$ cat config.mk
export PLATFORM = sky130hd
export DESIGN_NAME = lcd_frame_writer
export DESIGN_NICKNAME = d
export VERILOG_FILES = /design/src/rtl/lcd_pkg.sv /design/src/rtl/lcd_nibble_tx.sv /design/src/rtl/lcd_frame_writer.sv
export SDC_FILE = /design/constraint.sdc
export NUM_CORES = 1
export LEC_CHECK = 0
export ABC_AREA = 0
export BUFFER_PORTS_ARGS = -buffer_cell sky130_fd_sc_hd__buf_2
export CORE_AREA = 8 8 176 178
export CTS_BUF_LIST = sky130_fd_sc_hd__clkbuf_8
export DETAILED_ROUTE_END_ITERATION = 8
export DIE_AREA = 0 0 184 186
export PLACE_DENSITY = 0.81
export SLEW_MARGIN = 5
export SYNTH_ARGS = -nofsm -noshare
export SYNTH_HDL_FRONTEND = slang
export SYNTH_HIERARCHICAL = 1
export SYNTH_SLANG_ARGS = --single-unit
export TNS_END_PERCENT = 100
$ cat constraint.sdc
create_clock -name clk -period 6.7 [get_ports clk]
set_input_delay 0.335 -clock clk [delete_from_list [all_inputs] [get_ports clk]]
set_output_delay 0.335 -clock clk [all_outputs]
set_load 0.01 [all_outputs]
$ cat src/rtl/lcd_pkg.sv
// lcd_pkg: shared encodings and command constants for the character-LCD frame writer
package lcd_pkg;
  localparam int CW = 24;
  typedef enum logic [2:0] {PWR_WAIT, INIT, CFG, IDLE, FRAME} st_t;
  typedef enum logic [1:0] {NIDLE, SETUP, EHIGH, HOLD} nst_t;
  localparam logic [7:0] ROW0 = 8'h80;
  localparam logic [7:0] ROW1 = 8'hC0;
  function automatic logic [3:0] init_nib(input logic [1:0] i);
    return i == 2'd3 ? 4'h2 : 4'h3;
  endfunction
  function automatic logic [7:0] cfg_byte(input logic [1:0] i);
    return i == 2'd0 ? 8'h28 : i == 2'd1 ? 8'h06 : i == 2'd2 ? 8'h0C : 8'h01;
  endfunction
endpackage

$ cat src/rtl/lcd_nibble_tx.sv
// lcd_nibble_tx: sends one nibble or one byte (upper then lower) on the 4-bit LCD bus, then holds for a post-wait
// i_start latches i_data/i_rs/i_two/i_wait while o_ready; o_done pulses in the final hold cycle;
// o_sf_d/o_e/o_rs drive the LCD pins. Single-nibble mode sends i_data[3:0].
module lcd_nibble_tx import lcd_pkg::*; #(
  parameter int T_E = 12,
  parameter int T_SU = 2,
  parameter int T_NIB = 50
) (
  input  logic          clk,
  input  logic          rst,
  input  logic          i_start,
  input  logic [7:0]    i_data,
  input  logic          i_rs,
  input  logic          i_two,
  input  logic [CW-1:0] i_wait,
  output logic          o_ready,
  output logic          o_done,
  output logic [3:0]    o_sf_d,
  output logic          o_e,
  output logic          o_rs
);
  nst_t r_st, w_nxt;
  logic [CW-1:0] r_cnt, r_wait;
  logic [3:0] r_nib, r_lo_nib;
  logic r_lo, r_rs, w_zero;
  assign w_zero = r_cnt == '0;
  assign o_ready = r_st == NIDLE;
  assign o_done = r_st == HOLD && w_zero && r_lo;
  assign o_e = r_st == EHIGH;
  assign o_sf_d = r_nib;
  assign o_rs = r_rs;
  always_comb begin
    w_nxt = r_st == NIDLE ? (i_start ? SETUP : NIDLE) : !w_zero ? r_st :
            r_st == SETUP ? EHIGH : r_st == EHIGH ? HOLD : r_lo ? NIDLE : SETUP;
  end
  always_ff @(posedge clk or posedge rst) begin
    if (rst) begin
      r_st <= NIDLE;
      r_cnt <= '0;
      r_wait <= '0;
      r_nib <= '0;
      r_lo_nib <= '0;
      r_lo <= 1'b0;
      r_rs <= 1'b0;
    end else begin
      r_st <= w_nxt;
      if (r_st == NIDLE && i_start) begin
        r_nib <= i_two ? i_data[7:4] : i_data[3:0];
        r_lo_nib <= i_data[3:0];
        r_rs <= i_rs;
        r_lo <= !i_two;
        r_wait <= i_wait;
        r_cnt <= CW'(T_SU - 1);
      end else if (!w_zero) r_cnt <= r_cnt - 1'b1;
      else if (r_st == SETUP) r_cnt <= CW'(T_E - 1);
      else if (r_st == EHIGH) r_cnt <= r_lo ? r_wait - 1'b1 : CW'(T_NIB - 1);
      else if (r_st == HOLD && !r_lo) begin
        r_lo <= 1'b1;
        r_nib <= r_lo_nib;
        r_cnt <= CW'(T_SU - 1);
      end
    end
  end
endmodule

$ cat src/rtl/lcd_frame_writer.sv
// lcd_frame_writer: 2x16 character buffer that initialises an HD44780 and streams the buffer on repaint
// dat/addr/we write the buffer at any time; repaint requests a full frame; busy is low only in IDLE;
// SF_D/LCD_E/LCD_RS are the 4-bit LCD bus.
module lcd_frame_writer import lcd_pkg::*; #(
  parameter int T_PWRUP = 750000,
  parameter int T_E = 12,
  parameter int T_SU = 2,
  parameter int T_NIB = 50,
  parameter int T_CMD = 2000,
  parameter int T_CLR = 82000,
  parameter int T_INIT1 = 205000,
  parameter int T_INIT2 = 5000
) (
  input  logic       clk,
  input  logic       rst,
  input  logic [7:0] dat,
  input  logic [4:0] addr,
  input  logic       we,
  input  logic       repaint,
  output logic       busy,
  output logic [3:0] SF_D,
  output logic       LCD_E,
  output logic       LCD_RS
);
  logic [7:0] r_buf [32] = '{default: 8'h20};
  st_t r_st, w_nxt;
  logic [5:0] r_idx;
  logic [CW-1:0] r_cnt, w_wait;
  logic [7:0] w_data;
  logic [4:0] w_bidx;
  logic r_pend, w_ready, w_done, w_start, w_two, w_rs, w_last, w_again;
  always_ff @(posedge clk) if (we) r_buf[addr] <= dat;
  assign busy = r_st != IDLE;
  assign w_start = w_ready && (r_st == INIT || r_st == CFG || r_st == FRAME);
  assign w_last = r_st == FRAME ? r_idx == 6'd33 : r_idx == 6'd3;
  // a repaint in the very cycle a frame (or CFG) ends is folded into the restart decision
  assign w_again = r_pend || repaint;
  // frame items: 0 = row-0 address, 1..16 = buf[0..15], 17 = row-1 address, 18..33 = buf[16..31]
  assign w_bidx = r_idx <= 6'd16 ? 5'(r_idx - 6'd1) : 5'(r_idx - 6'd2);
  always_comb begin
    w_two = r_st != INIT;
    w_rs = r_st == FRAME && r_idx != 6'd0 && r_idx != 6'd17;
    w_data = r_st == INIT ? {4'h0, init_nib(r_idx[1:0])} : r_st == CFG ? cfg_byte(r_idx[1:0]) :
             r_idx == 6'd0 ? ROW0 : r_idx == 6'd17 ? ROW1 : r_buf[w_bidx];
    w_wait = r_st == INIT && r_idx == 6'd0 ? CW'(T_INIT1) : r_st == INIT && r_idx == 6'd1 ? CW'(T_INIT2) :
             r_st == CFG && r_idx == 6'd3 ? CW'(T_CLR) : CW'(T_CMD);
  end
  always_comb begin
    w_nxt = r_st;
    case (r_st)
      PWR_WAIT:   if (r_cnt == CW'(T_PWRUP - 1)) w_nxt = INIT;
      INIT:       if (w_done && w_last) w_nxt = CFG;
      CFG, FRAME: if (w_done && w_last) w_nxt = w_again ? FRAME : IDLE;
      IDLE:       if (repaint) w_nxt = FRAME;
      default:    w_nxt = PWR_WAIT;
    endcase
  end
  always_ff @(posedge clk or posedge rst) begin
    if (rst) begin
      r_st <= PWR_WAIT;
      r_idx <= '0;
      r_cnt <= '0;
      r_pend <= 1'b0;
    end else begin
      r_st <= w_nxt;
      r_cnt <= r_st == PWR_WAIT ? r_cnt + 1'b1 : '0;
      if (w_done) r_idx <= w_last ? 6'd0 : r_idx + 6'd1;
      r_pend <= (w_done && w_last && w_nxt == FRAME) ? 1'b0 : (repaint && r_st != IDLE) ? 1'b1 : r_pend;
    end
  end
  lcd_nibble_tx #(.T_E(T_E), .T_SU(T_SU), .T_NIB(T_NIB)) u_tx (
    .clk(clk), .rst(rst), .i_start(w_start), .i_data(w_data), .i_rs(w_rs), .i_two(w_two),
    .i_wait(w_wait), .o_ready(w_ready), .o_done(w_done), .o_sf_d(SF_D), .o_e(LCD_E), .o_rs(LCD_RS)
  );
endmodule

==> results.tsv, run 1 <==
stage	metric	value	unit
status	status	finished, final reports clean	
critical_path	reg2reg_slack	1.62	ns
power_and_ir_drop	p_seq_share	55.6	%
finish	antenna_cells	0	
critical_path	reg2reg_to	u_tx/o_sf_d[2]	
grt	grt_pass1_vias	12840	
critical_path	critPathCaptureType	flop	
critical_path	crit_type	reg -> reg	
power_and_ir_drop	pwr-share-clk	40.4	%
power_and_ir_drop	swShare	22.76	%
die	floorplan.core_area	28240	µm²
die	die_h	186	µm
critical_path	reg2regPathDepth	15	
timing	rsz0062_at_grt	false	
grt	grt_max_degree	61	
min_path	holdPathEnd	r_pend	
finish	final_nets	1575	
clock_network	cts.root.buffer_cell	clkbuf_8	
die	pin_count	24	
logic_synthesis	seq_area_frac_synth	57.72	%
power_and_ir_drop	p_leak	6.782	nW
timing	setup_viol	0	
timing	slew_headroom	2.842	%
logic_synthesis	ys_ff_latch	350	
grt	use_met1	35.37	%
clock_network	cts_max_level	2	
grt	use_met2	44.02	%
route	vias_per_cell	6.625	
grt	met3_usage	5.563	%
critical_path	critPathArrivalTime	5.65	ns
grt	antenna_found_initial	0	
critical_path	crit_chain	clkinv_1 -> buf_4 -> ha_1 -> or4b_4 -> nand2_4 -> a21o_1 -> buf_4 -> nand2_1 -> nand3_1 -> o21ai_0 -> or4_1 -> a32oi_1 -> mux2i_1 -> o21ai_0 -> mux2_2	
route	drt_iter0_markers	1994	
finish	final_common_cell	edfxtp_1	
timing	slew_viol_final	0	
finish	fin_util	67.13	%
critical_path	startpoint_type	flop	
clock_network	numCtsBuffers	56	
clock_network	clk_pin_slew	0.07	ns
placement	portBuffers	23	
critical_path	cp_slowest_stage_delay	0.89	ns
logic_synthesis	synth_flop_cell	edfxtp_1	
grt	overflow	0	
placement	gp_congestion	0.9801	
timing	hold_ws	0.09921	ns
logic_synthesis	postSynthAreaPerCell	11.59	µm²
route	vias	13040	
grt	grt_util_all_layers	27.14	%
timing	fmax	0.1967	GHz
timing	fin_skew	0.04638	ns
run	drv_cap	0	
clock_network	insertion_delay	0.62	ns
die	die_w	184	µm
die	std_cell_rows	62	
logic_synthesis	synth_edf_count	256	
clock_network	cts_tree	built	
route	drcViolationCount	0	
finish	area_delta_synth_final	8.992	%
grt	grt_pass1_wl	71.86	mm
grt	busiest_layer	met2	
min_path	hp-start	repaint	
logic_synthesis	netlist_area	17390	µm²
logic_synthesis	ys_warn_count	6	
clock_network	clockBufferDepth	3	
timing	worst_pin_slew	1.449	ns
route	final_antenna_net_count	0	
logic_synthesis	postSynthCellCount	1501	
finish	drive_above_1_share	13.25	%
timing	post-route-min-period	5.085	ns
power_and_ir_drop	ir_drop	0.1754	mV
route	wirelength	46.17	mm
min_path	whs_path_depth	3	
power_and_ir_drop	p_sw	0.9934	mW
placement	hpwl	30.09	mm
finish	final_cell_mix	256 x edfxtp_1, 243 x nand2_1, 123 x nor2_1, 93 x dfrtp_1, 67 x a21oi_1	
clock_network	cts.sinks	350	
power_and_ir_drop	power_density	230.2	nW/µm²
die	die_area	34220	µm²
timing	tns	0	ns
min_path	hold_path_class	in -> reg	
clock_network	cts_setup_buffers	0	
critical_path	worst-endpoint-required	7.26	ns
critical_path	critPathMaxFanout	37	
logic_synthesis	synth.distinct_cells	80	
critical_path	r2r_start	r_idx[0]	
route	firstDrtPassIters	6	
logic_synthesis	async_flop_share	26.86	%
route	wl_per_cell	23.45	µm
power_and_ir_drop	p_int	3.371	mW
die	start_util	61.60	%
timing	final.period_utilization	75.89	%
power_and_ir_drop	pwr-share-comb	4.0	%
timing	hold_violations	0	
critical_path	crit_path_top_delay_cell	a21o_1	
per-stage QoR:
| stage | worst slack, ns | power [mW] | area [µm²] | cells |
|---|---|---|---|---|
| finish | 1.615 | 4.365 | 18960 | 1969 |
| global route | 1.426 | 4.506 | 18960 | 1969 |
| CTS | 1.758 | 4.381 | 18960 | 1969 |
| detailed placement | 1.724 | 2.643 | 17870 | 1864 |
| global placement | 1.828 | 2.633 | 17870 | 1864 |
| floorplan | 3.040 | 2.568 | 17430 | 1512 |
cell usage after synthesis (all sizes together), types with 4 or more instances:
library cell,count,area [µm²]
nor4b,4,35.03
a21oi,70,357.8
nor2b,10,62.56
nor3,44,220.2
nand3,65,330.3
nand4,17,112.6
xor2,24,210.2
clkbuf,37,138.9
nor4,24,183.9
nor3b,10,75.07
inv,25,93.84
dfrtp,94,2352
or3,9,56.30
a211oi,23,172.7
a21o,7,52.55
or4,7,52.55
a311oi,4,35.03
o221ai,7,61.31
o211ai,5,37.54
or2,4,25.02
buf,44,239.0
o22ai,18,112.6
a221oi,7,61.31
mux2,16,180.2
mux2i,37,370.4
nand2,244,923.4
o311ai,5,43.80
a31oi,28,181.4
xnor2,41,366.6
o21ai,52,267.8
nand3b,6,45.04
and3,15,93.84
nand2b,7,43.79
nor2,124,465.5
a32o,4,40.04
mux4,43,968.4
o41ai,5,62.56
ha,19,237.7
edfxtp,256,7687
registers in the layout, summed over array words and instances (netlist names):
name	cells
r_buf	256
u_tx/r_cnt	24
r_pend	1
u_tx/r_lo	1
u_tx/r_st	2
u_tx/o_sf_d	4
r_cnt	24
r_st	3
u_tx/o_rs	1
r_idx	6
u_tx/r_wait	24
u_tx/r_lo_nib	4
worst max path at each step:
stage | from | end | depth (start not counted)
5_1_grt | r_idx[0] | u_tx/o_sf_d[1] | 14
3_5_place_dp | r_idx[0] | u_tx/o_sf_d[2] | 15
6_report | r_idx[0] | u_tx/o_sf_d[2] | 15
2_1_floorplan | r_idx[0] | u_tx/o_sf_d[2] | 16
4_1_cts | r_idx[0] | u_tx/o_sf_d[2] | 15
3_3_place_gp | r_idx[0] | u_tx/o_sf_d[2] | 15
kinds of logic (layout without fill, tap and decap cells):
logic type	Yosys count	count (layout)	synth area share, %
compound gates	262	262	9.892
xor+xnor	65	65	3.316
fa+ha+maj	19	19	1.367
buf+inv	108	181	2.755
flops	350	350	57.72
mux	96	96	8.733
other cells	1	12	0.02156
simple gates	600	600	16.19
final cells by class:
cell class                 count  area [µm²]
clock inverter                46       276.5
clock buffer                  58       798.3
inverter                      27       101.3
multi-input combinational   1054        6937
sequential                   350       10040
timing repair buffer          50       320.3
tap                          384       480.5
fill                        2054        9280
critical path, delay by kind of cell, from the launching register on:
kind                     cells  cell delay (ns)
adder cells (fa/ha/maj)      1             0.45
buffers and inverters        3             0.75
multiplexers                 2             0.28
AO/OA/AOI/OAI                4             1.31
AND/OR/NAND/NOR              5             1.62
flip-flops                   1             0.65
routing by layer:
metal	up-vias	wire length [µm]
li1	5713	-
met1	6258	17140
met2	901	21670
met3	172	5467
met4	0	1896
met5	-	0
timing repair:
action	4_1_cts	5_1_grt
hold buffers	1	0
endpoints found under the hold margin	52	0
setup endpoints to repair	0	0
resized for setup	0	0
power by group through the flow:
stage	clock (mW)	combinational [mW]	sequential, mW
floorplan	0	0.111	2.46
global placement	0	0.167	2.47
detailed placement	0	0.173	2.47
CTS	1.78	0.175	2.43
global route	1.88	0.194	2.43
finish	1.76	0.175	2.43
Power figures use the tool's default switching activity.
==> run 2, diff against run 1 <==
--- a/config.mk
+++ b/config.mk
@@ -5,12 +5,12 @@
 export SDC_FILE = /design/constraint.sdc
 export NUM_CORES = 1
 export LEC_CHECK = 0
-export ABC_AREA = 0
+export ABC_AREA = 1
 export BUFFER_PORTS_ARGS = -buffer_cell sky130_fd_sc_hd__buf_2
-export CORE_AREA = 8 8 176 178
+export CORE_AREA = 8 8 172 174
 export CTS_BUF_LIST = sky130_fd_sc_hd__clkbuf_8
 export DETAILED_ROUTE_END_ITERATION = 8
-export DIE_AREA = 0 0 184 186
+export DIE_AREA = 0 0 180 182
 export PLACE_DENSITY = 0.81
 export SLEW_MARGIN = 5
 export SYNTH_ARGS = -nofsm -noshare
==> constraint.sdc (replaced) <==
create_clock -name clk -period 4.83 [get_ports clk]
set_input_delay 0.2415 -clock clk [delete_from_list [all_inputs] [get_ports clk]]
set_output_delay 0.2415 -clock clk [all_outputs]
set_load 0.01 [all_outputs]
==> run 2 against run 1 <==
Non-clock buffer count is 14 lower. Critical path depth is 5 higher. Sequential cell count stayed put. Synthesized area is 4.0% lower. Sequential share of layout area is 2.4 points higher.
==> results.tsv, run 2 <==
stage	metric	value	unit
timing	fmax	0.2508	GHz
power_and_ir_drop	finalPower	6.724	mW
logic_synthesis	synth_edf_count	256	
clock_network	cts_tree	built	
finish	largest_register	r_buf	
route	wirelength	38.77	mm
die	std_cell_rows	60	
clock_network	numCtsBuffers	57	
die	die_w	180	µm
logic_synthesis	async_flop_share	26.86	%
min_path	whs_path_depth	4	
route	final_antenna_net_count	0	
grt	antenna_found_initial	0	
power_and_ir_drop	pwr-share-comb	11.4	%
clock_network	cts_setup_buffers	0	
timing	fin_skew	0.03281	ns
power_and_ir_drop	power_density	371.2	nW/µm²
finish	largest_reg_flops	256	
logic_synthesis	ys_warn_count	6	
critical_path	worst-endpoint-required	5.35	ns
logic_synthesis	postSynthAreaPerCell	9.522	µm²
status	status	finished, final reports clean	
route	vias	12740	
die	pin_count	24	
route	drcViolationCount	0	
logic_synthesis	netlist_area	16700	µm²
clock_network	clockBufferDepth	3	
critical_path	startpoint_type	flop	
grt	grt_max_degree	99	
min_path	hold_path_class	in -> reg	
route	wl_per_cell	17.79	µm
power_and_ir_drop	pwr-share-clk	35.4	%
timing	hold_ws	0.04360	ns
clock_network	insertion_delay	0.62	ns
min_path	hp-start	repaint	
logic_synthesis	ys_ff_latch	350	
placement	gp_congestion	0.9359	
timing	slew_viol_final	0	
die	die_area	32760	µm²
critical_path	r2r_start	r_idx[0]	
route	drt_iter0_markers	1362	
placement	hpwl	24.63	mm
grt	overflow	0	
critical_path	critPathLaunch	r_idx[0]	
finish	area_delta_synth_final	8.458	%
die	die_h	182	µm
power_and_ir_drop	p_sw	1.846	mW
finish	final_nets	1830	
die	start_util	62.67	%
grt	met3_usage	3.872	%
run	drv_cap	0	
clock_network	clk_pin_slew	0.06	ns
grt	use_met2	39.82	%
power_and_ir_drop	p_leak	7.558	nW
grt	use_met1	29.79	%
timing	rsz0062_at_grt	false	
clock_network	cts.root.buffer_cell	clkbuf_8	
route	vias_per_cell	5.847	
timing	hold_violations	0	
critical_path	reg2regPathDepth	20	
logic_synthesis	yosysTopAreaCellShare	46.03	%
logic_synthesis	yosysTopAreaCell	edfxtp_1	
finish	drive_above_1_share	8.487	%
power_and_ir_drop	swShare	27.46	%
finish	nFillCells	2059	
logic_synthesis	synth.distinct_cells	47	
logic_synthesis	synth_area_leaders	edfxtp_1 46%, dfrtp_1 14%, nand2_1 9.8%, nand3_1 9.4%, inv_1 3.6%	
logic_synthesis	ys_top_cells_by_count	436 x nand2_1, 313 x nand3_1, 256 x edfxtp_1	
timing	post-route-min-period	3.988	ns
power_and_ir_drop	ir_drop	0.3014	mV
power_and_ir_drop	p_seq_share	53.2	%
logic_synthesis	yosysMostFrequentCell	nand2_1	
clock_network	cts_resized	0	
logic_synthesis	postSynthCellCount	1754	
finish	final_cell_mix	435 x nand2_1, 313 x nand3_1, 256 x edfxtp_1, 178 x inv_1, 148 x nor2_1	
finish	antenna_cells	0	
timing	setup_viol	0	
power_and_ir_drop	p_int	4.877	mW
die	floorplan.core_area	26650	µm²
logic_synthesis	synth_flop_cell	edfxtp_1	
clock_network	cts.sinks	350	
timing	slew_headroom	19.39	%
clock_network	cts_max_level	2	
grt	grt_pass1_vias	12380	
critical_path	critPathCaptureType	flop	
critical_path	critPathMaxFanout	66	
grt	busiest_layer	met2	
grt	grt_pass1_wl	62.49	mm
route	firstDrtPassIters	5	
critical_path	crit_type	reg -> reg	
timing	worst_pin_slew	1.208	ns
grt	grt_util_all_layers	23.42	%
critical_path	critPathArrivalTime	4.51	ns
timing	final.period_utilization	82.57	%
finish	final_common_cell	nand2_1	
logic_synthesis	seq_area_frac_synth	60.11	%
timing	tns	0	ns
placement	portBuffers	23	
run 2: cell types whose count changed after synthesis, sizes merged, moves of 37 or more:
cell / previous run / this run
mux2i: 37 / 0
nor2: 124 / 164
mux4: 43 / 0
nand2: 244 / 449
nand3: 65 / 316
inv: 25 / 164
run 2: metrics by stage:
stage,cell area (µm²),util (%),worst slack (ns),cells
6_report,18110,67.97,0.8421,2179
3_3_place_gp,17050,63.98,1.088,2075
5_1_grt,18110,67.97,0.5818,2179
3_5_place_dp,17050,63.98,0.9462,2075
4_1_cts,18110,67.97,0.9380,2179
2_1_floorplan,16740,-,2.305,1765
run 2: routing by layer:
layer | up-vias | share of wire (%)
li1 | 5994 | -
met1 | 6030 | 40
met2 | 609 | 48
met3 | 107 | 8.1
met4 | 0 | 3.2
met5 | - | 0
run 2: power by group through the flow:
stage / registers [mW] / clock network [mW] / logic [mW]
3_3_place_gp: 3.62 / 0 / 0.730
6_report: 3.58 / 2.38 / 0.768
5_1_grt: 3.60 / 2.53 / 0.876
4_1_cts: 3.57 / 2.41 / 0.766
3_5_place_dp: 3.63 / 0 / 0.759
2_1_floorplan: 3.59 / 0 / 0.586
run 2: worst max-delay path: stages (launching register included):
cell and delay [ns]:
dfrtp_1 0.57, inv_2 0.15, ha_1 0.26, nand2_2 0.10
nand2_4 0.08, nand2_4 0.13, nand2_2 0.29, nand2_4 0.64
buf_12 0.32, nand2_1 0.09, nand3_1 0.08, nand3_1 0.14
nand3_1 0.14, nand3_1 0.08, nand2_1 0.09, nand2_1 0.05
a21oi_1 0.12, inv_1 0.07, o21ai_0 0.13, a21boi_0 0.13
o21ai_1 0.14
run 2: what timing repair did:
item                                   4_1_cts  5_1_grt
hold buffers                                 1        0
endpoints found under the hold margin       94        0
setup endpoints to repair                    0        0
run 2: cell families after synthesis:
group | Yosys count | share of synthesized area [%]
adders and majority gates | 19 | 1.423
DFF | 350 | 60.11
other | 1 | 0.02245
xor gates and xnor gates | 28 | 1.468
AOI/OAI and AO/OA | 138 | 4.720
and+or+nand+nor | 986 | 26.36
buffers and inverters | 232 | 5.896
run 2: layout make-up:
type	count	area, µm²	area share [%]
repair buffers	36	240.2	1.326
well taps	341	426.7	2.355
clock buffers	63	867.1	4.787
inverters	166	623.1	3.440
flip-flops and latches	350	10040	55.42
multi-input cells	1183	5732	31.64
clock inverters	40	186.4	1.029
run 2: worst paths after layout:
path,slack (ns),to
worst max-delay path,0.84,u_tx/o_sf_d[3]
worst min-delay path,0.04,r_st[1]
worst max register to register,0.84,u_tx/o_sf_d[3]
worst min register to register,0.46,r_cnt[0]
max in group asynchronous,3.89,u_tx/r_lo
min in group asynchronous,0.30,r_cnt[0]
==> run 3, diff against run 2 <==
==> constraint.sdc (replaced) <==
create_clock -name clk -period 3.7 [get_ports clk]
set_input_delay 0.185 -clock clk [delete_from_list [all_inputs] [get_ports clk]]
set_output_delay 0.185 -clock clk [all_outputs]
set_load 0.01 [all_outputs]
==> run 3 against run 2 <==
Cell count increased by 0.96%. Critical path depth decreased by 1. Worst setup slack got worse by 0.50 ns. Global-route usage increased by 0.81 points. First-iteration DRC count increased by 23%. Routed wire length increased by 2.9%. Register-to-register slack got worse by 0.50 ns. Via count increased by 1.1%. Die area unchanged. Critical path type unchanged. Critical endpoint is now u_tx/o_sf_d[2]. Highest routed layer unchanged.
==> results.tsv, run 3 (synthesis gave the netlist of run 2 again) <==
stage	metric	value	unit
timing	fin_skew	0.04245	ns
route	drcViolationCount	0	
finish	antenna_cells	0	
power_and_ir_drop	power_density	495.7	nW/µm²
critical_path	critPathArrivalTime	3.88	ns
clock_network	insertion_delay	0.62	ns
route	wl_per_cell	18.14	µm
timing	hold_ws	0.08524	ns
finish	final_common_cell	nand2_1	
run	drv_cap	0	
critical_path	cpMostUsedCell	nand3_1	
clock_network	cts_resized	0	
finish	postLayoutCellArea	18370	µm²
grt	antenna_found_initial	0	
critical_path	critPathMaxFanout	40	
placement	placed_cells	2088	
timing	slew_viol_final	0	
timing	rsz0062_at_grt	false	
power_and_ir_drop	p_leak	7.681	nW
power_and_ir_drop	ir_drop	0.4025	mV
critical_path	critPathCaptureType	flop	
finish	largest_reg_flops	256	
die	die_h	182	µm
die	start_util	62.67	%
finish	area_delta_synth_final	9.964	%
critical_path	crit_path_top_delay_cell	dfrtp_1	
route	vias	12870	
timing	final.period_utilization	90.78	%
grt	grt_pass1_vias	12550	
min_path	hold_path_class	in -> async	
status	status	finished, final reports clean	
grt	grt_util_all_layers	24.23	%
die	pin_count	24	
timing	hold_violations	0	
clock_network	clockBufferDepth	3	
die	floorplan.core_area	26650	µm²
finish	largest_register	r_buf	
grt	grt_pass1_wl	64.32	mm
die	std_cell_rows	60	
timing	post-route-min-period	3.359	ns
critical_path	startpoint_type	flop	
finish	final_cell_mix	435 x nand2_1, 313 x nand3_1, 256 x edfxtp_1, 175 x inv_1, 148 x nor2_1	
timing	worst_pin_slew	0.8979	ns
placement	gp_congestion	0.8942	
critical_path	cp_slowest_stage_delay	0.45	ns
clock_network	cts_tree	built	
finish	nFillCells	2026	
clock_network	cts.root.buffer_cell	clkbuf_8	
critical_path	crit_buf_inv	3	
route	drt_iter0_markers	1672	
grt	overflow	0	
placement	post-place-ws	0.4096	ns
critical_path	worst-endpoint-required	4.22	ns
clock_network	cts_max_level	2	
route	firstDrtPassIters	5	
route	vias_per_cell	5.852	
clock_network	clk_pin_slew	0.06	ns
die	die_w	180	µm
timing	fmax	0.2977	GHz
placement	portBuffers	23	
clock_network	cts.sinks	350	
finish	final_nets	1846	
route	final_antenna_net_count	0	
critical_path	worst_path_dominant_cell_family	simple AND/OR/NAND/NOR gates	
timing	slew_headroom	39.92	%
placement	hpwl	25.78	mm
clock_network	numCtsBuffers	59	
placement	placed_area	17160	µm²
timing	setup_slack	0.3413	ns
timing	setup_viol	0	
critical_path	crit_type	reg -> reg	
critical_path	crit_chain	inv_1 -> ha_1 -> nand2_2 -> nand2_4 -> nand3_1 -> nand2_4 -> buf_4 -> nand2_1 -> nand3_1 -> nand3_1 -> nand3_1 -> nand3_1 -> nand2_1 -> nand2_1 -> a21oi_1 -> inv_1 -> o21ai_0 -> a21boi_0 -> o21ai_1	
grt	grt_max_degree	48	
route	wirelength	39.90	mm
finish	instances_no_fill	2200	
power_and_ir_drop	finalPower	9.104	mW
finish	fin_util	68.92	%
timing	tns	0	ns
die	die_area	32760	µm²
finish	drive_above_1_share	9.360	%
run 3: cell types whose count changed in the layout (fill, tap and decap cells not counted), sizes merged:
cell,before,now
buf,35,48
clkinvlp,0,1
dlygate4sd3,1,2
clkinv,20,25
inv,186,183
bufinv,0,4
run 3: worst register-to-register path, cell delays in order, from the launching register on:
cell	delay [ns]
dfrtp_1	0.45
inv_1	0.23
ha_1	0.25
nand2_2	0.10
nand2_4	0.10
nand3_1	0.14
nand2_4	0.44
buf_4	0.34
nand2_1	0.08
nand3_1	0.12
nand3_1	0.10
nand3_1	0.11
nand3_1	0.09
nand2_1	0.06
nand2_1	0.06
a21oi_1	0.13
inv_1	0.06
o21ai_0	0.14
a21boi_0	0.10
o21ai_1	0.17
run 3: timing repair:
item / 4_1_cts / 5_1_grt
endpoints found under the hold margin: 51 / 0
setup endpoints to repair: 0 / 0
hold buffers: 2 / 0
setup buffers: 0 / 0
run 3: report_power, final:
| part | total [mW] | leakage (nW) | switching, mW | internal, mW |
|---|---|---|---|---|
| Clock | 3.43 | 0.672 | 1.57 | 1.86 |
| Combinational | 1.01 | 3.50 | 0.661 | 0.349 |
| Sequential | 4.67 | 3.51 | 0.214 | 4.45 |
run 3: path summary, 6_finish.rpt:
| kind | start | endpoint | slack (ns) | cells past startpoint |
|---|---|---|---|---|
| max in group asynchronous | rst | u_tx/r_cnt[14] | 2.67 | 4 |
| hold / removal | rst | u_tx/r_st[1] | 0.09 | 3 |
| setup / recovery | r_idx[1] | u_tx/o_sf_d[2] | 0.34 | 19 |
| hold reg to reg | r_cnt[0] | r_cnt[0] | 0.46 | 1 |
| setup reg to reg | r_idx[1] | u_tx/o_sf_d[2] | 0.34 | 19 |
| min in group clk | dat[0] | r_buf[11][0] | 0.14 | 1 |
run 3: area by class of cell:
cell class / count / area (µm²) / share of cell area, %
well taps: 341 / 426.7 / 2.323
multi-input cells: 1183 / 5732 / 31.21
clock buffers: 63 / 867.1 / 4.721
clock inverters: 47 / 317.8 / 1.730
flip-flops and latches: 350 / 10040 / 54.66
repair buffers: 50 / 360.3 / 1.962
inverters: 166 / 623.1 / 3.393
run 3: per-layer routing:
metal	GRT usage (%)	vias to the layer above	wire [µm]
li1	-	6035	-
met1	31.72	6113	16310
met2	40.08	633	19040
met3	4.271	93	3456
met4	9.103	0	1094
met5	0	-	0
